## src/rtl/branch_resolve_feedback_pkg.sv

```systemverilog
// Shared types and constants for the branch resolve/feedback block.
package branch_resolve_feedback_pkg;

    localparam logic TRUE  = 1'b1;
    localparam logic FALSE = 1'b0;

    // Default PC width.
    localparam int unsigned ADDR_W_DEF = 32;

    // Predictor index is the word address: pc[PRED_IDX_W+1:PRED_IDX_LSB].
    localparam int unsigned PRED_IDX_LSB = 2;

    typedef enum logic {
        StRun   = 1'b0,
        StFlush = 1'b1
    } brf_state_e;

endpackage

```

## src/rtl/brf_entry_table.sv

```systemverilog
// Per-ROB-tag storage for in-flight control-flow instructions.
// Write ports: dispatch (new entry), resolve (outcome), commit clear, clear-all.
// Read port: combinational lookup by commit tag.
module brf_entry_table
    import branch_resolve_feedback_pkg::*;
#(
    parameter int unsigned ROB_IDX_W = 4,
    parameter int unsigned ADDR_W    = ADDR_W_DEF
) (
    input  logic                 clk,
    input  logic                 rst,
    input  logic                 clear_all,
    input  logic                 disp_we,
    input  logic [ROB_IDX_W-1:0] disp_tag,
    input  logic [ADDR_W-1:0]    disp_pc,
    input  logic                 disp_pred_taken,
    input  logic [ADDR_W-1:0]    disp_pred_pc,
    input  logic                 res_we,
    input  logic [ROB_IDX_W-1:0] res_tag,
    input  logic                 res_taken,
    input  logic [ADDR_W-1:0]    res_target,
    input  logic                 clr_we,
    input  logic [ROB_IDX_W-1:0] clr_tag,
    input  logic [ROB_IDX_W-1:0] rd_tag,
    output logic                 rd_valid,
    output logic                 rd_resolved,
    output logic [ADDR_W-1:0]    rd_pc,
    output logic                 rd_pred_taken,
    output logic [ADDR_W-1:0]    rd_pred_pc,
    output logic                 rd_act_taken,
    output logic [ADDR_W-1:0]    rd_act_target
);

    localparam int unsigned Depth = 1 << ROB_IDX_W;

    logic [Depth-1:0]  valid_q;
    logic [Depth-1:0]  resolved_q;
    logic [ADDR_W-1:0] pc_q         [Depth];
    logic              pred_taken_q [Depth];
    logic [ADDR_W-1:0] pred_pc_q    [Depth];
    logic              act_taken_q  [Depth];
    logic [ADDR_W-1:0] act_target_q [Depth];

    logic res_apply;

    // Resolve lands only on a live entry, counting a same-cycle dispatch to that tag.
    always_comb begin
        res_apply = res_we && (valid_q[res_tag] || (disp_we && (disp_tag == res_tag)));
    end

    // Valid/resolved flags; later assignments win (commit clear < dispatch < resolve).
    always_ff @(posedge clk) begin
        if (rst || clear_all) begin
            valid_q    <= '0;
            resolved_q <= '0;
        end else begin
            if (clr_we) begin
                valid_q[clr_tag] <= FALSE;
            end
            if (disp_we) begin
                valid_q[disp_tag]    <= TRUE;
                resolved_q[disp_tag] <= FALSE;
            end
            if (res_apply) begin
                resolved_q[res_tag] <= TRUE;
            end
        end
    end

    // Payload fields; meaningful only while the matching valid bit is set.
    always_ff @(posedge clk) begin
        if (disp_we) begin
            pc_q[disp_tag]         <= disp_pc;
            pred_taken_q[disp_tag] <= disp_pred_taken;
            pred_pc_q[disp_tag]    <= disp_pred_pc;
        end
        if (res_apply) begin
            act_taken_q[res_tag]  <= res_taken;
            act_target_q[res_tag] <= res_target;
        end
    end

    // Commit read port returns pre-edge contents.
    always_comb begin
        rd_valid      = valid_q[rd_tag];
        rd_resolved   = resolved_q[rd_tag];
        rd_pc         = pc_q[rd_tag];
        rd_pred_taken = pred_taken_q[rd_tag];
        rd_pred_pc    = pred_pc_q[rd_tag];
        rd_act_taken  = act_taken_q[rd_tag];
        rd_act_target = act_target_q[rd_tag];
    end

endmodule

```

## src/rtl/branch_resolve_feedback.sv

```systemverilog
// Tracks in-flight branches/JAL/JALR from dispatch to commit, drives the
// predictor update at commit and a flush plus redirect on misprediction.
// Optional: define BRF_RESOLVE_BYPASS_EN to let a same-cycle resolve of the
// head tag make it commit-ready immediately.
module branch_resolve_feedback
    import branch_resolve_feedback_pkg::*;
#(
    parameter int unsigned ROB_IDX_W    = 4,
    parameter int unsigned ADDR_W       = ADDR_W_DEF,
    parameter int unsigned PRED_IDX_W   = 8,
    parameter int unsigned FLUSH_CYCLES = 2
) (
    input  logic                  clk,
    input  logic                  rst,
    input  logic                  rdy,
    input  logic                  disp_valid,
    input  logic [ROB_IDX_W-1:0]  disp_tag,
    input  logic [ADDR_W-1:0]     disp_pc,
    input  logic                  disp_pred_taken,
    input  logic [ADDR_W-1:0]     disp_pred_pc,
    input  logic                  res_valid,
    input  logic [ROB_IDX_W-1:0]  res_tag,
    input  logic                  res_taken,
    input  logic [ADDR_W-1:0]     res_target,
    input  logic                  commit_valid,
    input  logic [ROB_IDX_W-1:0]  commit_tag,
    output logic                  commit_ready,
    output logic                  fb_enable,
    output logic                  fb_taken,
    output logic [PRED_IDX_W-1:0] fb_index,
    output logic [ADDR_W-1:0]     fb_target,
    output logic                  jump_wrong,
    output logic [ADDR_W-1:0]     redirect_pc
);

    localparam logic [3:0] FlushLast = 4'(FLUSH_CYCLES - 1);

    brf_state_e state_q;
    logic [3:0] flush_cnt_q;

    logic              run;
    logic              disp_we;
    logic              res_we;
    logic              commit_accept;
    logic              clear_all;
    logic              bypass_hit;
    logic              rd_valid;
    logic              rd_resolved;
    logic [ADDR_W-1:0] rd_pc;
    logic              rd_pred_taken;
    logic [ADDR_W-1:0] rd_pred_pc;
    logic              rd_act_taken;
    logic [ADDR_W-1:0] rd_act_target;
    logic              eff_taken;
    logic [ADDR_W-1:0] eff_target;
    logic              mispredict;

    // Input qualification: nothing is accepted while frozen or flushing.
    always_comb begin
        run     = (state_q == StRun);
        disp_we = rdy && run && disp_valid;
        res_we  = rdy && run && res_valid;
    end

`ifdef BRF_RESOLVE_BYPASS_EN
    // Forward a same-cycle resolve of the head tag straight into commit.
    always_comb begin
        bypass_hit = res_valid && (res_tag == commit_tag);
    end
`else
    // Commit waits for the stored resolved bit.
    always_comb begin
        bypass_hit = FALSE;
    end
`endif

    // Commit readiness, effective outcome and mispredict compare.
    always_comb begin
        eff_taken     = bypass_hit ? res_taken : rd_act_taken;
        eff_target    = bypass_hit ? res_target : rd_act_target;
        commit_ready  = rdy && run && commit_valid && rd_valid && (rd_resolved || bypass_hit);
        commit_accept = commit_ready;
        mispredict    = (rd_pred_taken != eff_taken) ||
                        (eff_taken && (rd_pred_pc != eff_target));
        clear_all     = commit_accept && mispredict;
    end

    brf_entry_table #(
        .ROB_IDX_W (ROB_IDX_W),
        .ADDR_W    (ADDR_W)
    ) u_table (
        .clk             (clk),
        .rst             (rst),
        .clear_all       (clear_all),
        .disp_we         (disp_we),
        .disp_tag        (disp_tag),
        .disp_pc         (disp_pc),
        .disp_pred_taken (disp_pred_taken),
        .disp_pred_pc    (disp_pred_pc),
        .res_we          (res_we),
        .res_tag         (res_tag),
        .res_taken       (res_taken),
        .res_target      (res_target),
        .clr_we          (commit_accept),
        .clr_tag         (commit_tag),
        .rd_tag          (commit_tag),
        .rd_valid        (rd_valid),
        .rd_resolved     (rd_resolved),
        .rd_pc           (rd_pc),
        .rd_pred_taken   (rd_pred_taken),
        .rd_pred_pc      (rd_pred_pc),
        .rd_act_taken    (rd_act_taken),
        .rd_act_target   (rd_act_target)
    );

    // RUN/FLUSH FSM with registered feedback and flush outputs.
    always_ff @(posedge clk) begin
        if (rst) begin
            state_q     <= StRun;
            flush_cnt_q <= '0;
            fb_enable   <= FALSE;
            fb_taken    <= FALSE;
            fb_index    <= '0;
            fb_target   <= '0;
            jump_wrong  <= FALSE;
            redirect_pc <= '0;
        end else if (rdy) begin
            fb_enable <= FALSE;
            case (state_q)
                StRun: begin
                    if (commit_accept) begin
                        fb_enable <= TRUE;
                        fb_taken  <= eff_taken;
                        fb_target <= eff_target;
                        fb_index  <= rd_pc[PRED_IDX_W+PRED_IDX_LSB-1:PRED_IDX_LSB];
                        if (mispredict) begin
                            jump_wrong  <= TRUE;
                            redirect_pc <= eff_taken ? eff_target : rd_pc + ADDR_W'(4);
                            state_q     <= StFlush;
                            flush_cnt_q <= FlushLast;
                        end
                    end
                end
                StFlush: begin
                    // First flush cycle was the transition itself.
                    if (flush_cnt_q == '0) begin
                        jump_wrong <= FALSE;
                        state_q    <= StRun;
                    end else begin
                        flush_cnt_q <= flush_cnt_q - 4'd1;
                    end
                end
            endcase
        end
    end

endmodule

```

## config.mk

```make
export PLATFORM = sky130hd
export DESIGN_NAME = branch_resolve_feedback
export DESIGN_NICKNAME = d
export VERILOG_FILES = /design/src/rtl/branch_resolve_feedback_pkg.sv /design/src/rtl/brf_entry_table.sv /design/src/rtl/branch_resolve_feedback.sv
export SDC_FILE = /design/constraint.sdc
export NUM_CORES = 2
export LEC_CHECK = 0
export ABC_AREA = 0
export CAP_MARGIN = 40
export CORE_UTILIZATION = 40
export DETAILED_ROUTE_END_ITERATION = 10
export PLACE_DENSITY = 0.61
export SLEW_MARGIN = 5
export SYNTH_ARGS = -nofsm -noshare
export SYNTH_HDL_FRONTEND = slang
export SYNTH_SLANG_ARGS = --single-unit
```

## constraint.sdc

```tcl
create_clock -name clk -period 4.5 [get_ports clk]
set_input_delay 0.675 -clock clk [delete_from_list [all_inputs] [get_ports clk]]
set_output_delay 0.675 -clock clk [all_outputs]
set_load 0.05 [all_outputs]
```

**Word level (Yosys, flattened, before mapping)**

Memory sizes are Yosys's and may differ from the RTL's.
Index checks and enable logic that the tools add are counted.

- Bits in registers: 112
- Memory bits (writable): 1568
- Input port bits: 116
- Output and inout bits: 76
- Word-level logic and storage cells: 95
- Memories kept: 5

Memories:

| memory | words | width | rd ports | clocked after memory_dff | wr ports | RTL line | text |
|---|---|---|---|---|---|---|---|
| u_table.act_target_q | 16 | 32 | 1 | 0 | 1 | brf_entry_table.sv:42 | `logic [ADDR_W-1:0] act_target_q [Depth];` |
| u_table.pc_q | 16 | 32 | 1 | 0 | 1 | brf_entry_table.sv:38 | `logic [ADDR_W-1:0] pc_q [Depth];` |
| u_table.pred_pc_q | 16 | 32 | 1 | 0 | 1 | brf_entry_table.sv:40 | `logic [ADDR_W-1:0] pred_pc_q [Depth];` |
| u_table.act_taken_q | 16 | 1 | 1 | 0 | 1 | brf_entry_table.sv:41 | `logic act_taken_q [Depth];` |
| u_table.pred_taken_q | 16 | 1 | 1 | 0 | 1 | brf_entry_table.sv:39 | `logic pred_taken_q [Depth];` |

- Add/subtract/negate cells: 2
- $lt $le $gt $ge: 6
- Equal/unequal tests: 7
- Multiplexer cells: 37
- Bitwise logic cells: 7
- Reductions and logical operators: 21

Operators with widths:

| operator | number |
|---|---|
| 16-bit 2-to-1 mux | 6 |
| 32-bit by 3-bit adder with 32-bit output (second input constant) | 1 |
| 16-bit bitwise AND | 2 |
| 32-bit 2-to-1 mux | 1 |
| 32-bit != test | 1 |
| 16-bit inverter | 2 |
| 16-bit bitwise OR | 2 |
| 1-bit 2-to-1 mux | 18 |
| 4-bit by 5-bit < comparator with 1-bit output (second input constant) | 3 |
| 1-bit logical AND | 13 |
| 1-bit binary-select mux with 4-bit select | 3 |
| 1-bit demux with 4-bit select | 3 |
| 4-bit by 1-bit greater-or-equal comparator with 1-bit output (second input constant) | 3 |
| 4-bit 2-to-1 mux | 3 |
| 4-bit AND reduction | 3 |
| 4-bit one-hot mux with 2 select lines | 1 |
| 4-bit == test | 1 |
| 4-bit logical NOT | 1 |
| 2-bit by 1-bit != test with 1-bit output (second input constant) | 2 |
| 2-bit != test (second input constant) | 2 |
| 1-bit one-hot mux with 2 select lines | 2 |
| 4-bit by 1-bit subtractor with 4-bit output (second input constant) | 1 |
| 1-bit logical OR | 3 |
| 3-bit AND reduction | 1 |
| 2 further kinds | 2 |

**Depth between registers and ports, before layout**

- Depth in word-level cells: 10
- Gate-level depth with buffers: 16

**Modules after synthesis**

Synthesis repeated with hierarchy kept, for this count alone.

- Cells, all modules: 2930
- Area total of the unflattened synthesis: 64762.1 µm²

By module, submodules not included:

| module | times used | cells each | area each (µm²) | sequential area each (µm²) |
|---|---|---|---|---|
| brf_entry_table | 1 | 2385 | 60503.0 | 47725.8 |
| branch_resolve_feedback | 1 | 545 | 4259.1 | 1601.5 |

**Worst setup path after synthesis**

OpenSTA, ideal clock, no wires.

- Path kind: input to register
- From: input port res_tag[0]
- To: memory u_table.act_taken_q[0], enable pin
- Data arrival time: 4.389 ns
- Required time: 4.026 ns
- Slack: -0.363 ns
- Stages: 6
- Path buffers: 1
- Path through: clkbuf_1 mux4_2 mux4_2 a31oi_1 nor4_1 nor3b_1

- Word-level cells in the longest chain between the ends: 6
- Elaborated cells between the ends (all ways): 8
- Those cells by class: eq/ne: 1; mux: 4; reduce/logical: 3

RTL lines:

| what | RTL line | text |
|---|---|---|
| from (decl) | branch_resolve_feedback.sv:22 | `input logic [ROB_IDX_W-1:0] res_tag,` |
| 1-bit binary-select mux with 4-bit select or 4-bit == test (tied branches) | brf_entry_table.sv:48 | `res_apply = res_we && (valid_q[res_tag] \|\| (disp_we && (disp_tag == res_tag)));` |
| 1-bit 2-to-1 mux (not written as such) or 1-bit logical AND (tied branches) | brf_entry_table.sv:48 |  |
| 1-bit logical OR | brf_entry_table.sv:48 |  |
| 1-bit logical AND | brf_entry_table.sv:48 |  |
| 1-bit 2-to-1 mux | brf_entry_table.sv:77 | `if (res_apply) begin` |
| 1-bit 2-to-1 mux (not written as such) | brf_entry_table.sv:78 | `act_taken_q[res_tag] <= res_taken;` |
| to (decl) | brf_entry_table.sv:41 |  |

Several ways; a longest one is shown, not always the timed one. The select of a mux whose other input is x is not followed.

**Worst setup path after layout**

- From: input port commit_tag[1]
- To: output port commit_ready

- Word-level cells in the longest chain between the ends: 4
- Elaborated cells between the ends (all ways): 6
- Those cells by class: mux: 4; reduce/logical: 2

RTL lines:

| what | RTL line | text |
|---|---|---|
| from (decl) | branch_resolve_feedback.sv:26 | `input logic [ROB_IDX_W-1:0] commit_tag,` |
| 1-bit binary-select mux with 4-bit select | brf_entry_table.sv:85 | `rd_valid = valid_q[rd_tag];` |
| 1-bit 2-to-1 mux (not written as such) | brf_entry_table.sv:85 |  |
| 1-bit logical AND | branch_resolve_feedback.sv:81 | `commit_ready = rdy && run && commit_valid && rd_valid && (rd_resolved \|\| bypass_hit);` |
| 1-bit logical AND * | branch_resolve_feedback.sv:81 |  |
| to (decl) | branch_resolve_feedback.sv:27 | `output logic commit_ready,` |

Every way passes the cells marked *; elsewhere a longest branch is shown, timed or not. The select of a mux whose other input is x is not followed.

==> out/metrics.cfg <==
[cts]
cts_buffers = 174
cts-resized-gates = 0
cts_tree = done
clkLatencyLatePin_ps = 810
clk_pin_slew_ps = 60
cts.sink_count = 1680
htree_levels = 4
hold_buffers = 0
cts_max_path_buffers = 3
clockRootBuffer = clkbuf_16
postCtsSetupRepairBufs = 0

[min_path]
hold_class = input pin to register

[placed_design]
routabilityCongestion = 0.8533
dp_hpwl_um = 110100
numPortBuffers = 191

[timing]
maxSlewViolCount = 0
relSlewSlack_pct = 43.54
finalSetupTns_ps = 0
setup_viol_count_final = 0
hold_violations = 0
skew_ps = 25.55
post-route-period-util_pct = 86.77
finalCriticalPeriod_ps = 3905
holdWs_ps = 267.9
fmax_mhz = 256.1
worstMarginPinSlew_ps = 835.5
rsz0062_at_grt = false

[cells_and_area]
nets = 3576
area_growth_pct = 18.67
fillers = 13210
final_common_cell = edfxtp_1
mostFrequentLayoutCells = 1568 x edfxtp_1, 411 x mux4_2, 185 x clkdlybuf4s50_1
multi_input_area_mm2 = 0.01431
drive_gt1_share_pct = 25.64
regArea_mm2 = 0.04933

[run_status]
outcome = complete, no violations

[detailed_routing]
wl_per_cell_um = 30.65
wirelength_um = 176600
vias = 33180
drt.antenna.violating_nets = 0
drc_errors = 0
dr.pass1.iters = 5
viasPerCell = 5.756
drt-initial-drc-count = 3465

[yosys]
synth-edff-count = 1568
avgSynthCellArea_um2 = 21.14
ys_top_cells_by_area = edfxtp_1 73%, mux4_2 14%, dfxtp_1 3.5%
yosysWarningCount = 0
yosysSeqAreaShare_pct = 76.39
synth_cell_types = 57
async_flop_share_pct = 0
syn-num-nets = 3174
synthFlopType = edfxtp_1
synth_top_area_cell = edfxtp_1
synth.top_cell.area_share_pct = 72.92
syn_inst = 3055
synth_area_mm2 = 0.06457
ys_seq_elements = 1680

[global_route]
grt_pass1_wl_um = 248200
first_global_vias = 32770
grt_max_degree = 62
grt_antenna_before_repair = 35
gr-total-overflow = 0
grt_use_total_pct = 21.67

[power_and_ir_drop]
ir_drop_mv = 0.3659
leakage_nw = 24.20
power_density_mw_per_mm2 = 439.1

[floorplanning]
initial_utilization_pct = 40.26
core_mm2 = 0.1604
die_x_um = 403.8
fp-row-count = 147
dieHeight_um = 403.8
die_area_mm2 = 0.1630
ios = 192

[critical_path]
crit_fanout = 46
worstSetupStartpointType = input pin
cp.arrival_ps = 3230
critical_path_required_ps = 3830
path_class = input pin to output pin
cp-end-kind = output pin

[run]
maxCapViolations = 0

[synth_stat cells (all sizes together), types with 2 or more instances]
| master | count |
|---|---|
| o31ai | 3 |
| xor2 | 43 |
| a211o | 26 |
| and3b | 2 |
| inv | 24 |
| nand3 | 25 |
| nor2 | 114 |
| a221oi | 14 |
| o211ai | 2 |
| a311oi | 3 |
| nor2b | 7 |
| a22oi | 135 |
| nand4b | 4 |
| buf | 122 |
| nand4 | 13 |
| a211oi | 4 |
| nor3 | 10 |
| o22ai | 3 |
| nand2b | 5 |
| ha | 3 |
| a221o | 3 |
| xnor2 | 18 |
| nand2 | 130 |
| mux4 | 411 |
| a22o | 16 |
| nor4 | 7 |
| a21oi | 66 |
| a31oi | 2 |
| mux2 | 5 |
| a31o | 2 |
| clkbuf | 49 |
| o22a | 2 |
| and2 | 2 |
| o21ai | 29 |
| nand3b | 6 |
| or4 | 2 |
| or2 | 2 |
| dfxtp | 112 |
| mux2i | 46 |
| nor3b | 6 |
| edfxtp | 1568 |
[kinds of logic (layout without fill, tap and decap cells)]
kind of cell	count (synthesis)	count (layout)	synth area share, %
adder cells (fa/ha/maj)	3	3	0.05814
other	0	4	0
flip-flops	1680	1680	76.39
multiplexers	462	462	15.14
AO/OA/AOI/OAI	314	314	3.461
XOR/XNOR	61	61	0.8274
buffers and inverters	195	740	1.769
AND/OR/NAND/NOR	340	340	2.354
[state kept, by name, summed over array words and instances (netlist names)]
register              cells
jump_wrong                1
fb_taken                  1
fb_enable                 1
u_table.pc_q            512
fb_index                  8
u_table.act_target_q    512
u_table.valid_q          16
fb_target                32
flush_cnt_q               4
u_table.resolved_q       16
u_table.pred_pc_q       512
u_table.act_taken_q      16
redirect_pc              32
state_q                   1
u_table.pred_taken_q     16
[stage by stage]
stage	power, W	std cells	instance area (um^2)	utilization, %	worst slack (ps)
after detailed placement	0.01965	5441	70950	44.24	-48.70
final	0.03364	5764	76630	47.78	595.4
after global routing	0.03454	5761	76620	47.77	521.9
after global placement	0.01963	5439	70920	44.22	0.4854
after floorplan	0.01863	3055	64600	-	587.2
after CTS	0.03388	5760	76620	47.77	597.3
[critical path: stages]
cell      delay, ps
buf_8           250
buf_12          270
buf_4           340
nand3_1         110
o21ai_0         110
mux4_2          280
nor2_1           70
a311oi_4        440
buf_12          400
buf_12          190
[worst paths after layout]
check / from / endpoint / slack, ps / cells after the start
worst min-delay path: rst / fb_enable$_SDFFE_PP0P_ / 270 / 2
worst max register to register: u_table.pred_pc_q[10][4]$_DFFE_PP_ / redirect_pc[29]$_SDFFE_PP0P_ / 840 / 11
worst max-delay path: commit_tag[1] / commit_ready / 600 / 10
worst min register to register: redirect_pc[5]$_SDFFE_PP0P_ / redirect_pc[5]$_SDFFE_PP0P_ / 470 / 2
[where the power goes]
part           internal, W  switching, W  leakage (nW)  total (W)
Sequential          0.0172     0.0000494          15.0     0.0173
Combinational     0.000793       0.00127          6.41    0.00207
Clock              0.00832       0.00600          2.78     0.0143
Total               0.0263       0.00733          24.2     0.0336
[layout make-up]
cell class | count | share of cell area, %
sequential | 1680 | 64.37
multi-input combinational | 1180 | 18.68
clock buffer | 222 | 6.027
timing repair buffer | 397 | 5.852
tap | 2160 | 3.527
clock inverter | 97 | 1.362
inverter | 24 | 0.1698
antenna | 4 | 0.01306
[routing by layer]
layer / global-route usage [%] / up-vias / wire length [um]
li1: - / 13570 / -
met1: 30.54 / 17940 / 73260
met2: 33.97 / 1390 / 83740
met3: 5.616 / 238 / 16210
met4: 4.718 / 34 / 3199
met5: 0 / - / 218
Note: power is estimated with default switching activity, not from simulation.
